==> src/rtl/servo_pkg.sv <==
// Shared constants, state encodings and digit helpers for the servo command receiver.
package servo_pkg;

  localparam int ID_W   = 10;
  localparam int PWM_W  = 14;
  localparam int TIME_W = 14;

  localparam logic [7:0] ASCII_HASH = 8'h23;
  localparam logic [7:0] ASCII_P    = 8'h50;
  localparam logic [7:0] ASCII_T    = 8'h54;
  localparam logic [7:0] ASCII_BANG = 8'h21;
  localparam logic [7:0] ASCII_ZERO = 8'h30;
  localparam logic [7:0] ASCII_NINE = 8'h39;

  localparam logic [PWM_W-1:0] PWM_MIN = 14'd500;
  localparam logic [PWM_W-1:0] PWM_MAX = 14'd2500;

  typedef enum logic [1:0] {RX_IDLE, RX_START, RX_DATA, RX_STOP} rx_state_e;

  typedef enum logic [2:0] {ST_IDLE, ST_ID, ST_P, ST_PWM, ST_T, ST_TIME, ST_END} parse_state_e;

  function automatic logic is_digit(input logic [7:0] b);
    return (b >= ASCII_ZERO) && (b <= ASCII_NINE);
  endfunction

  function automatic logic [13:0] acc_digit(input logic [13:0] acc, input logic [7:0] b);
    logic [7:0] d;
    d = b - ASCII_ZERO;
    return (acc * 14'd10) + {6'd0, d};
  endfunction

endpackage

==> src/rtl/uart_byte_rx.sv <==
// 8N1 byte receiver: two-flop synchroniser, start-bit glitch filter, centre sampling.
module uart_byte_rx
  import servo_pkg::*;
#(
  parameter int BPS_CNT = 434
) (
  input  logic       sys_clk,
  input  logic       sys_rst,
  input  logic       rxd,
  output logic [7:0] byte_data,
  output logic       byte_valid,
  output logic       stop_err
);

  localparam int CNT_W = (BPS_CNT > 2) ? $clog2(BPS_CNT) : 1;
  localparam logic [CNT_W-1:0] FULL_M1 = CNT_W'(BPS_CNT - 1);
  localparam logic [CNT_W-1:0] HALF_M1 = CNT_W'(BPS_CNT / 2 - 1);

  logic             sync1_q, sync1_d;
  logic             sync2_q, sync2_d;
  logic             prev_q, prev_d;
  rx_state_e        state_q, state_d;
  logic [CNT_W-1:0] cnt_q, cnt_d;
  logic [2:0]       bit_q, bit_d;
  logic [7:0]       shift_q, shift_d;
  logic             tick;

  always_ff @(posedge sys_clk) begin
    if (sys_rst) begin
      sync1_q <= 1'b1;
      sync2_q <= 1'b1;
      prev_q  <= 1'b1;
      state_q <= RX_IDLE;
      cnt_q   <= '0;
      bit_q   <= '0;
      shift_q <= '0;
    end else begin
      sync1_q <= sync1_d;
      sync2_q <= sync2_d;
      prev_q  <= prev_d;
      state_q <= state_d;
      cnt_q   <= cnt_d;
      bit_q   <= bit_d;
      shift_q <= shift_d;
    end
  end

  always_comb begin
    sync1_d    = rxd;
    sync2_d    = sync1_q;
    prev_d     = sync2_q;
    state_d    = state_q;
    cnt_d      = cnt_q;
    bit_d      = bit_q;
    shift_d    = shift_q;
    byte_valid = 1'b0;
    stop_err   = 1'b0;
    tick       = (cnt_q == '0);
    case (state_q)
      RX_IDLE: begin
        if (prev_q && !sync2_q) begin
          state_d = RX_START;
          cnt_d   = HALF_M1;
        end
      end
      RX_START: begin
        // a line that is high again at mid-bit was noise, not a start bit
        if (tick) begin
          if (!sync2_q) begin
            state_d = RX_DATA;
            cnt_d   = FULL_M1;
            bit_d   = 3'd0;
          end else begin
            state_d = RX_IDLE;
          end
        end else begin
          cnt_d = cnt_q - 1'b1;
        end
      end
      RX_DATA: begin
        if (tick) begin
          shift_d = {sync2_q, shift_q[7:1]};
          cnt_d   = FULL_M1;
          bit_d   = bit_q + 3'd1;
          if (bit_q == 3'd7) state_d = RX_STOP;
        end else begin
          cnt_d = cnt_q - 1'b1;
        end
      end
      RX_STOP: begin
        if (tick) begin
          byte_valid = sync2_q;
          stop_err   = !sync2_q;
          state_d    = RX_IDLE;
        end else begin
          cnt_d = cnt_q - 1'b1;
        end
      end
      default: state_d = RX_IDLE;
    endcase
  end

  assign byte_data = shift_q;

endmodule

==> src/rtl/servo_cmd_rx.sv <==
// Servo command parser for "#iiiPppppTtttt!" frames over UART.
// Optional pulse-width range check enabled by defining SERVO_RANGE_CHECK_EN.
//
// state   | meaning
// IDLE    | waiting for '#', everything else ignored
// ID      | collecting 3 ID digits
// P       | expecting 'P'
// PWM     | collecting 4 pulse-width digits
// T       | expecting 'T'
// TIME    | collecting 4 move-time digits
// END     | expecting '!'
module servo_cmd_rx
  import servo_pkg::*;
#(
  parameter int CLK_FREQ = 50000000,
  parameter int UART_BPS = 115200
) (
  input  logic        sys_clk,
  input  logic        sys_rst,
  input  logic        uart_rxd,
  output logic [9:0]  cmd_id,
  output logic [13:0] cmd_pwm,
  output logic [13:0] cmd_time,
  output logic        cmd_valid,
  output logic        frame_err,
  output logic        busy
);

  localparam int BPS_CNT = CLK_FREQ / UART_BPS;

  logic [7:0] rx_byte;
  logic       rx_valid;
  logic       rx_stop_err;

  uart_byte_rx #(.BPS_CNT(BPS_CNT)) u_rx (
    .sys_clk   (sys_clk),
    .sys_rst   (sys_rst),
    .rxd       (uart_rxd),
    .byte_data (rx_byte),
    .byte_valid(rx_valid),
    .stop_err  (rx_stop_err)
  );

  parse_state_e      state_q, state_d;
  logic [2:0]        dcnt_q, dcnt_d;
  logic [ID_W-1:0]   id_acc_q, id_acc_d;
  logic [PWM_W-1:0]  pwm_acc_q, pwm_acc_d;
  logic [TIME_W-1:0] time_acc_q, time_acc_d;
  logic [ID_W-1:0]   cmd_id_q, cmd_id_d;
  logic [PWM_W-1:0]  cmd_pwm_q, cmd_pwm_d;
  logic [TIME_W-1:0] cmd_time_q, cmd_time_d;
  logic              cmd_valid_q, cmd_valid_d;
  logic              frame_err_q, frame_err_d;

  logic take_digit, bad_byte, start_frame, frame_done, digit;
  logic [13:0] id_tmp;

  always_ff @(posedge sys_clk) begin
    if (sys_rst) begin
      state_q     <= ST_IDLE;
      dcnt_q      <= '0;
      id_acc_q    <= '0;
      pwm_acc_q   <= '0;
      time_acc_q  <= '0;
      cmd_id_q    <= '0;
      cmd_pwm_q   <= '0;
      cmd_time_q  <= '0;
      cmd_valid_q <= 1'b0;
      frame_err_q <= 1'b0;
    end else begin
      state_q     <= state_d;
      dcnt_q      <= dcnt_d;
      id_acc_q    <= id_acc_d;
      pwm_acc_q   <= pwm_acc_d;
      time_acc_q  <= time_acc_d;
      cmd_id_q    <= cmd_id_d;
      cmd_pwm_q   <= cmd_pwm_d;
      cmd_time_q  <= cmd_time_d;
      cmd_valid_q <= cmd_valid_d;
      frame_err_q <= frame_err_d;
    end
  end

  always_comb begin
    state_d     = state_q;
    dcnt_d      = dcnt_q;
    take_digit  = 1'b0;
    bad_byte    = 1'b0;
    start_frame = 1'b0;
    frame_done  = 1'b0;
    digit       = is_digit(rx_byte);
    if (rx_stop_err) begin
      state_d = ST_IDLE;
      dcnt_d  = '0;
    end else if (rx_valid) begin
      case (state_q)
        ST_IDLE: begin
          if (rx_byte == ASCII_HASH) begin
            state_d     = ST_ID;
            dcnt_d      = '0;
            start_frame = 1'b1;
          end
        end
        ST_ID, ST_PWM, ST_TIME: begin
          if (digit) begin
            take_digit = 1'b1;
            dcnt_d     = dcnt_q + 3'd1;
            if (state_q == ST_ID && dcnt_q == 3'd2) begin
              state_d = ST_P;
              dcnt_d  = '0;
            end else if (state_q != ST_ID && dcnt_q == 3'd3) begin
              state_d = (state_q == ST_PWM) ? ST_T : ST_END;
              dcnt_d  = '0;
            end
          end else begin
            bad_byte = 1'b1;
          end
        end
        ST_P:    if (rx_byte == ASCII_P) state_d = ST_PWM; else bad_byte = 1'b1;
        ST_T:    if (rx_byte == ASCII_T) state_d = ST_TIME; else bad_byte = 1'b1;
        ST_END: begin
          if (rx_byte == ASCII_BANG) begin
            frame_done = 1'b1;
            state_d    = ST_IDLE;
          end else begin
            bad_byte = 1'b1;
          end
        end
        default: state_d = ST_IDLE;
      endcase
      // a stray '#' mid-frame is treated as the start of a fresh frame
      if (bad_byte) begin
        dcnt_d      = '0;
        start_frame = (rx_byte == ASCII_HASH);
        state_d     = start_frame ? ST_ID : ST_IDLE;
      end
    end
  end

  always_comb begin
    id_acc_d    = id_acc_q;
    pwm_acc_d   = pwm_acc_q;
    time_acc_d  = time_acc_q;
    cmd_id_d    = cmd_id_q;
    cmd_pwm_d   = cmd_pwm_q;
    cmd_time_d  = cmd_time_q;
    cmd_valid_d = 1'b0;
    frame_err_d = bad_byte | rx_stop_err;
    id_tmp      = acc_digit({4'd0, id_acc_q}, rx_byte);
    if (start_frame) begin
      id_acc_d   = '0;
      pwm_acc_d  = '0;
      time_acc_d = '0;
    end else if (take_digit) begin
      case (state_q)
        ST_ID:   id_acc_d   = id_tmp[ID_W-1:0];
        ST_PWM:  pwm_acc_d  = acc_digit(pwm_acc_q, rx_byte);
        ST_TIME: time_acc_d = acc_digit(time_acc_q, rx_byte);
        default: ;
      endcase
    end
    if (frame_done) begin
`ifdef SERVO_RANGE_CHECK_EN
      if (pwm_acc_q < PWM_MIN || pwm_acc_q > PWM_MAX) begin
        frame_err_d = 1'b1;
      end else begin
        cmd_id_d    = id_acc_q;
        cmd_pwm_d   = pwm_acc_q;
        cmd_time_d  = time_acc_q;
        cmd_valid_d = 1'b1;
      end
`else
      cmd_id_d    = id_acc_q;
      cmd_pwm_d   = pwm_acc_q;
      cmd_time_d  = time_acc_q;
      cmd_valid_d = 1'b1;
`endif
    end
  end

  assign cmd_id    = cmd_id_q;
  assign cmd_pwm   = cmd_pwm_q;
  assign cmd_time  = cmd_time_q;
  assign cmd_valid = cmd_valid_q;
  assign frame_err = frame_err_q;
  assign busy      = (state_q != ST_IDLE);

endmodule
==> config.mk <==
export PLATFORM = sky130hd
export DESIGN_NAME = servo_cmd_rx
export DESIGN_NICKNAME = d
export VERILOG_FILES = /design/src/rtl/servo_pkg.sv /design/src/rtl/uart_byte_rx.sv /design/src/rtl/servo_cmd_rx.sv
export SDC_FILE = /design/constraint.sdc
export NUM_CORES = 1
export LEC_CHECK = 0
export ABC_AREA = 1
export CAP_MARGIN = 20
export CORE_AREA = 8 8 143 145
export CTS_BUF_LIST = sky130_fd_sc_hd__clkbuf_16
export CTS_CLUSTER_DIAMETER = 80
export CTS_CLUSTER_SIZE = 20
export DETAILED_ROUTE_END_ITERATION = 10
export DIE_AREA = 0 0 151 153
export DONT_BUFFER_PORTS = 1
export GPL_TIMING_DRIVEN = 1
export HOLD_SLACK_MARGIN = 0.05
export PLACE_DENSITY_LB_ADDON = 0.08
export SETUP_SLACK_MARGIN = 0.4
export SLEW_MARGIN = 20
export SYNTH_ARGS = -nofsm -noshare
export SYNTH_HDL_FRONTEND = slang
export SYNTH_SLANG_ARGS = --single-unit
==> constraint.sdc <==
create_clock -name sys_clk -period 2.65 [get_ports sys_clk]
set_input_delay 0.53 -clock sys_clk [delete_from_list [all_inputs] [get_ports sys_clk]]
set_output_delay 0.53 -clock sys_clk [all_outputs]
set_load 0.1 [all_outputs]
# --- Yosys cells after proc, flatten, opt, wreduce, memory -nomap -nowiden ---
# Index checks and enable logic that the tools add are counted.
classes:
  n_addsub: 7
  multipliers: 3
  order_cmp: 2
  n_eq_ne: 31
  muxes: 61
  n_bitwise: 1
  reduce_logical: 23
op_table:
  columns: ["cell", "count"]
  rows:
  - ["2-to-1 mux 3 bit", 16]
  - ["2-to-1 mux 9 bit", 5]
  - ["one-hot mux 9 bit (4 select lines)", 1]
  - ["adder 14 x 8 -> 14 bit", 2]
  - ["multiplier 14 x 3 -> 13 bit (second input constant)", 2]
  - ["2-to-1 mux 1 bit", 27]
  - ["!= test 3 bit (second input constant)", 6]
  - ["equality test 8 x 6 -> 1 bit (second input constant)", 2]
  - ["equality test 8 x 7 -> 1 bit (second input constant)", 2]
  - ["one-hot mux 3 bit (5 select lines)", 1]
  - ["2-to-1 mux 2 bit", 7]
  - ["equality test 3 x 2 -> 1 bit (second input constant)", 4]
  - ["equality test 3 bit (second input constant)", 4]
  - ["one-hot mux 3 bit (2 select lines)", 2]
  - ["adder 10 x 8 -> 10 bit", 1]
  - ["multiplier 10 x 3 -> 9 bit (second input constant)", 1]
  - ["!= test 2 x 1 -> 1 bit (second input constant)", 5]
  - ["logical NOT 9 bit", 1]
  - ["subtractor 9 x 1 -> 9 bit (second input constant)", 1]
  - ["greater-or-equal comparator 8 x 6 -> 1 bit (second input constant)", 1]
  - ["less-or-equal comparator 8 x 6 -> 1 bit (second input constant)", 1]
  - ["one-hot mux 2 bit (4 select lines)", 1]
  - ["AND reduction 2 bit", 4]
  - ["AND reduction 4 bit", 2]
  - ["21 further kinds", 29]
totals:
  regBits: 109
  output_inout_bits: 41
  wordCells: 145

# --- Longest topological paths before layout ---
depth:
  ltp_word: 10
  mapped_depth: 19
  depth_no_buf: 19

# --- Cells and area by module ---
# Synthesis repeated with hierarchy kept, for this count alone.
hier_totals:
  hier_cells: 1077
  area_unflattened_um2: 7372.1
modules_own_cells:
  columns: ["module", "n_inst", "cells_per_inst", "area_per_inst_um2", "seq_area_each_um2"]
  rows:
  - ["servo_cmd_rx", 1, 882, 6040.8, 1681.6]
  - ["uart_byte_rx", 1, 195, 1331.3, 500.5]

# --- Least setup slack after synthesis ---
# OpenSTA, ideal clock, no wires.
synth_path:
  path_type: "register to register"
  startpoint: "register pwm_acc_q[3]"
  endpoint: "register pwm_acc_q[12]"
  arrival_ps: 2768
  path_slack_ps: -233
  stages_incl_launch_ff: 16
  period_less_slack_ps: 2883
  cell_sequence: "dfxtp_1 -> ha_1 -> ha_1 -> or2_2 -> and2_1 -> xor2_1 -> ha_1 -> nand4_1 -> o21ai_0 -> nand2_1 -> nor2_1 -> nand3_1 -> nand2_1 -> nand2_1 -> o21ai_0 -> inv_1"
synth_via:
  elab_chain_len: 2
synth_lines:
  columns: ["element", "line_no", "rtl"]
  rows:
  - ["from (decl)", "servo_cmd_rx.sv:47", "logic [PWM_W-1:0] pwm_acc_q, pwm_acc_d;"]
  - ["from (signal assigned)", "servo_cmd_rx.sv:74", "pwm_acc_q <= pwm_acc_d;"]
  - ["multiplier 14 x 3 -> 13 bit", "servo_pkg.sv:29", "return (acc * 14'd10) + {6'd0, d};"]
  - ["adder 14 x 8 -> 14 bit", "servo_pkg.sv:29", null]
# Every way passes these cells.
# A chain may end at the register's enable or synchronous reset.

# --- Final worst setup path ---
layout_path:
  startpoint: "register pwm_acc_q[3]"
  endpoint: "register pwm_acc_q[10]"
# Same word-level chain as after synthesis.

==> impl_metrics.csv <==
group,metric,value,unit
outcome,status,"complete, but fails checks",
outcome,violations,"setup timing",
routing,drc,0,
yosys,synthArstFlopShare,0,
power_and_ir_drop,p_per_area,360,nW/um^2
die,core_area,18300,sq um
run,drv_cap,0,
sta,setup_viol,5,
clock_tree,clk_latency,0.36,ns
setup_path,crit_buf_inv,1,
global_routing,grt_antenna_before_repair,0,
yosys,synth_area_per_cell,7.27,sq um
clock_tree,clock_path_buffers,2,
setup_path,critical_path_required,2.89,ns
yosys,synthDistinctLibCells,39,
routing,final_antenna_net_count,0,
routing,first_iter_violations,348,
setup_path,arrival,2.92,ns
clock_tree,cts.sinks,109,
min_path,hold_path_class,"in2reg",
yosys,synth_edf_count,0,
yosys,yosysTopAreaCell,"dfxtp_1",
setup_path,crit_path_max_incr_delay,0.37,ns
yosys,synthTopCellsByCount,"167 x nand2_1, 122 x inv_1, 112 x nor2_1, 109 x dfxtp_1, 95 x a21oi_1",
sta,timing_hold_violations_final,0,
place,placed_cells,1282,
routing,wirelength,18400,microns
place,gp_congestion,0.863,
sta,final.setup_skew,0.00479,ns
setup_path,worstPathMaxFanout,4,
sta,relSlewSlack,0.707,
die,num_rows,50,
power_and_ir_drop,p_leak,4.24,nW
sta,maxSlewViolCount,0,
yosys,ys_warn_count,0,
routing,wl_per_cell,14.0,microns
final_layout,syn_to_final_growth,29.4,%
clock_tree,root_buffer,"clkbuf_16",
yosys,synth_nets,1069,
sta,post-route-period-util,1.01,
global_routing,grt_pass1_vias,6210,
global_routing,grt_overflow,0,
power_and_ir_drop,vdd_drop_max,0.000326,V
final_layout,finalNetCount,1172,
setup_path,path_class,"reg2reg",
setup_path,crit_family,"simple AND/OR/NAND/NOR gates",
die,fp.dieArea,23100,sq um
clock_tree,h-tree-depth,3,
place,hpwl,14000,microns
die,die_x,151,microns
yosys,netlist_area,7110,sq um
global_routing,grt_pass1_wl,30400,microns
sta,setup_ws,-0.0312,ns
routing,vias,6409,
yosys,seq_area_frac_synth,0.307,
setup_path,crit_path_top_delay_cell,"dfxtp_4",
yosys,ys_top_cells_by_area,"dfxtp_1 31%, ha_1 14%, nand2_1 8.8%",
sta,rsz0062_at_grt,"yes",
sta,tightest_slew,0.435,ns
final_layout,fill_cells,1789,
routing,dr.pass1.iters,4,
final_layout,diodes,0,
clock_tree,cts_tree,"built",
sta,fin_crit,2.68,ns
clock_tree,numCtsBuffers,9,
final_layout,final_cells,1320,
yosys,yosysMostFrequentCell,"nand2_1",
routing,viasPerCell,4.86,
setup_path,worstSetupEndpointType,"flip-flop",
yosys,synthFlopType,"dfxtp_1",
yosys,ys_ff_latch,109,
setup_path,critPathLaunchType,"flip-flop",
final_layout,drive_gt1_frac,0.255,
die,start_util,0.389,
place,numPortBuffers,0,
yosys,synth_top_area_share,0.307,
global_routing,grt_max_degree,43,
global_routing,grt_use_total,0.162,
power_and_ir_drop,p_total,3.31,mW
sta,fmax,373,MHz
yosys,synthCells,978,
clock_tree,clk_pin_slew_worst_paths,0.08,ns
die,io_pins,44,
setup_path,crit_chain,"ha_4, ha_4, or2_4, and2_4, xor2_1, ha_1, nand2_1, nor2_1, nor2_1, o21ai_1, nand2_1, nor2_2, buf_4, xor2_1, a21oi_1",
die,die_h,153,microns
-- flip-flops by register name (all words and copies together), names as in the netlist, 3 cells and up, named ones only --
register and cells:
dcnt_q 3, state_q 3, cmd_id 10, u_rx.bit_q 3
time_acc_q 14, pwm_acc_q 14, u_rx.cnt_q 9, cmd_pwm 14
u_rx.byte_data 8, id_acc_q 10, cmd_time 14
-- final timing paths --
| check | from | endpoint | slack [ns] | depth (start not counted) |
|---|---|---|---|---|
| worst max-delay path | pwm_acc_q[3] | pwm_acc_q[10] | -0.03 | 15 |
| worst min-delay path | sys_rst | u_rx.bit_q[2] | 0.23 | 1 |
| worst max register to register | pwm_acc_q[3] | pwm_acc_q[10] | -0.03 | 15 |
| worst min register to register | u_rx.sync1_q | u_rx.prev_d | 0.41 | 1 |
-- placed cells by master, fill, tap and decap left out, types with 13 or more instances in the layout --
cell type and instances:
nand2_1 156, o21ai_0 69, inv_1 116, buf_4 102, a21oi_2 15, xor2_1 20
buf_6 14, nand3_1 44, ha_1 53, ha_4 25, a211oi_1 17, dfxtp_1 97
nand4_1 18, a21oi_1 78, nor2_1 102, nand2_2 13
-- area by class of cell --
cell class / count / area, sq um / area share
Multi-Input combinational cell: 718 / 4990 / 0.542
Sequential cell: 109 / 2210 / 0.241
Timing Repair Buffer: 117 / 943 / 0.103
Inverter: 126 / 475 / 0.0517
Tap cell: 234 / 293 / 0.0318
Clock buffer: 9 / 225 / 0.0245
Clock inverter: 7 / 57.6 / 0.00626
-- repair_timing --
item,CTS,global route
hold buffers,0,0
endpoints found under the setup margin,31,66
pin swaps,58,44
setup buffers,17,5
gates resized for setup,57,58
-- where the power goes --
part | leakage (nW) | internal [mW] | switching (mW)
combinational | 3.21 | 0.0987 | 0.193
clock | 0.146 | 0.658 | 0.680
sequential | 0.888 | 1.66 | 0.0226
total | 4.24 | 2.41 | 0.895
-- kinds of logic after synthesis --
logic type      after synthesis  share of synthesized area
simple gates                384                      0.234
compound gates              203                      0.155
buf+inv                     151                     0.0891
flops                       109                      0.307
fa+ha+maj                    88                      0.161
xor+xnor                     43                     0.0530
-- per-stage QoR --
stage                      util  TNS, ns  worst slack, ns  hold WS (ns)  cell area, sq um
after floorplan               -        0           0.0699         0.389              7380
final                     0.504   -0.112          -0.0312         0.227              9200
after CTS                 0.488   -0.137          -0.0467         0.211              8910
after detailed placement  0.450   -0.318           -0.119         0.396              8220
after global routing      0.504    -1.14           -0.193         0.210              9200
after global placement    0.450   -0.127          -0.0717         0.392              8220
-- per-layer routing --
metal	global-route usage	vias to the layer above	wire, microns	share of wire
met5	0	-	0	0
met4	0.0396	0	234	0.013
met3	0.0319	16	637	0.035
met2	0.272	63	8840	0.48
met1	0.207	2892	8720	0.47
li1	-	3438	-	-
Power figures use the tool's default switching activity.
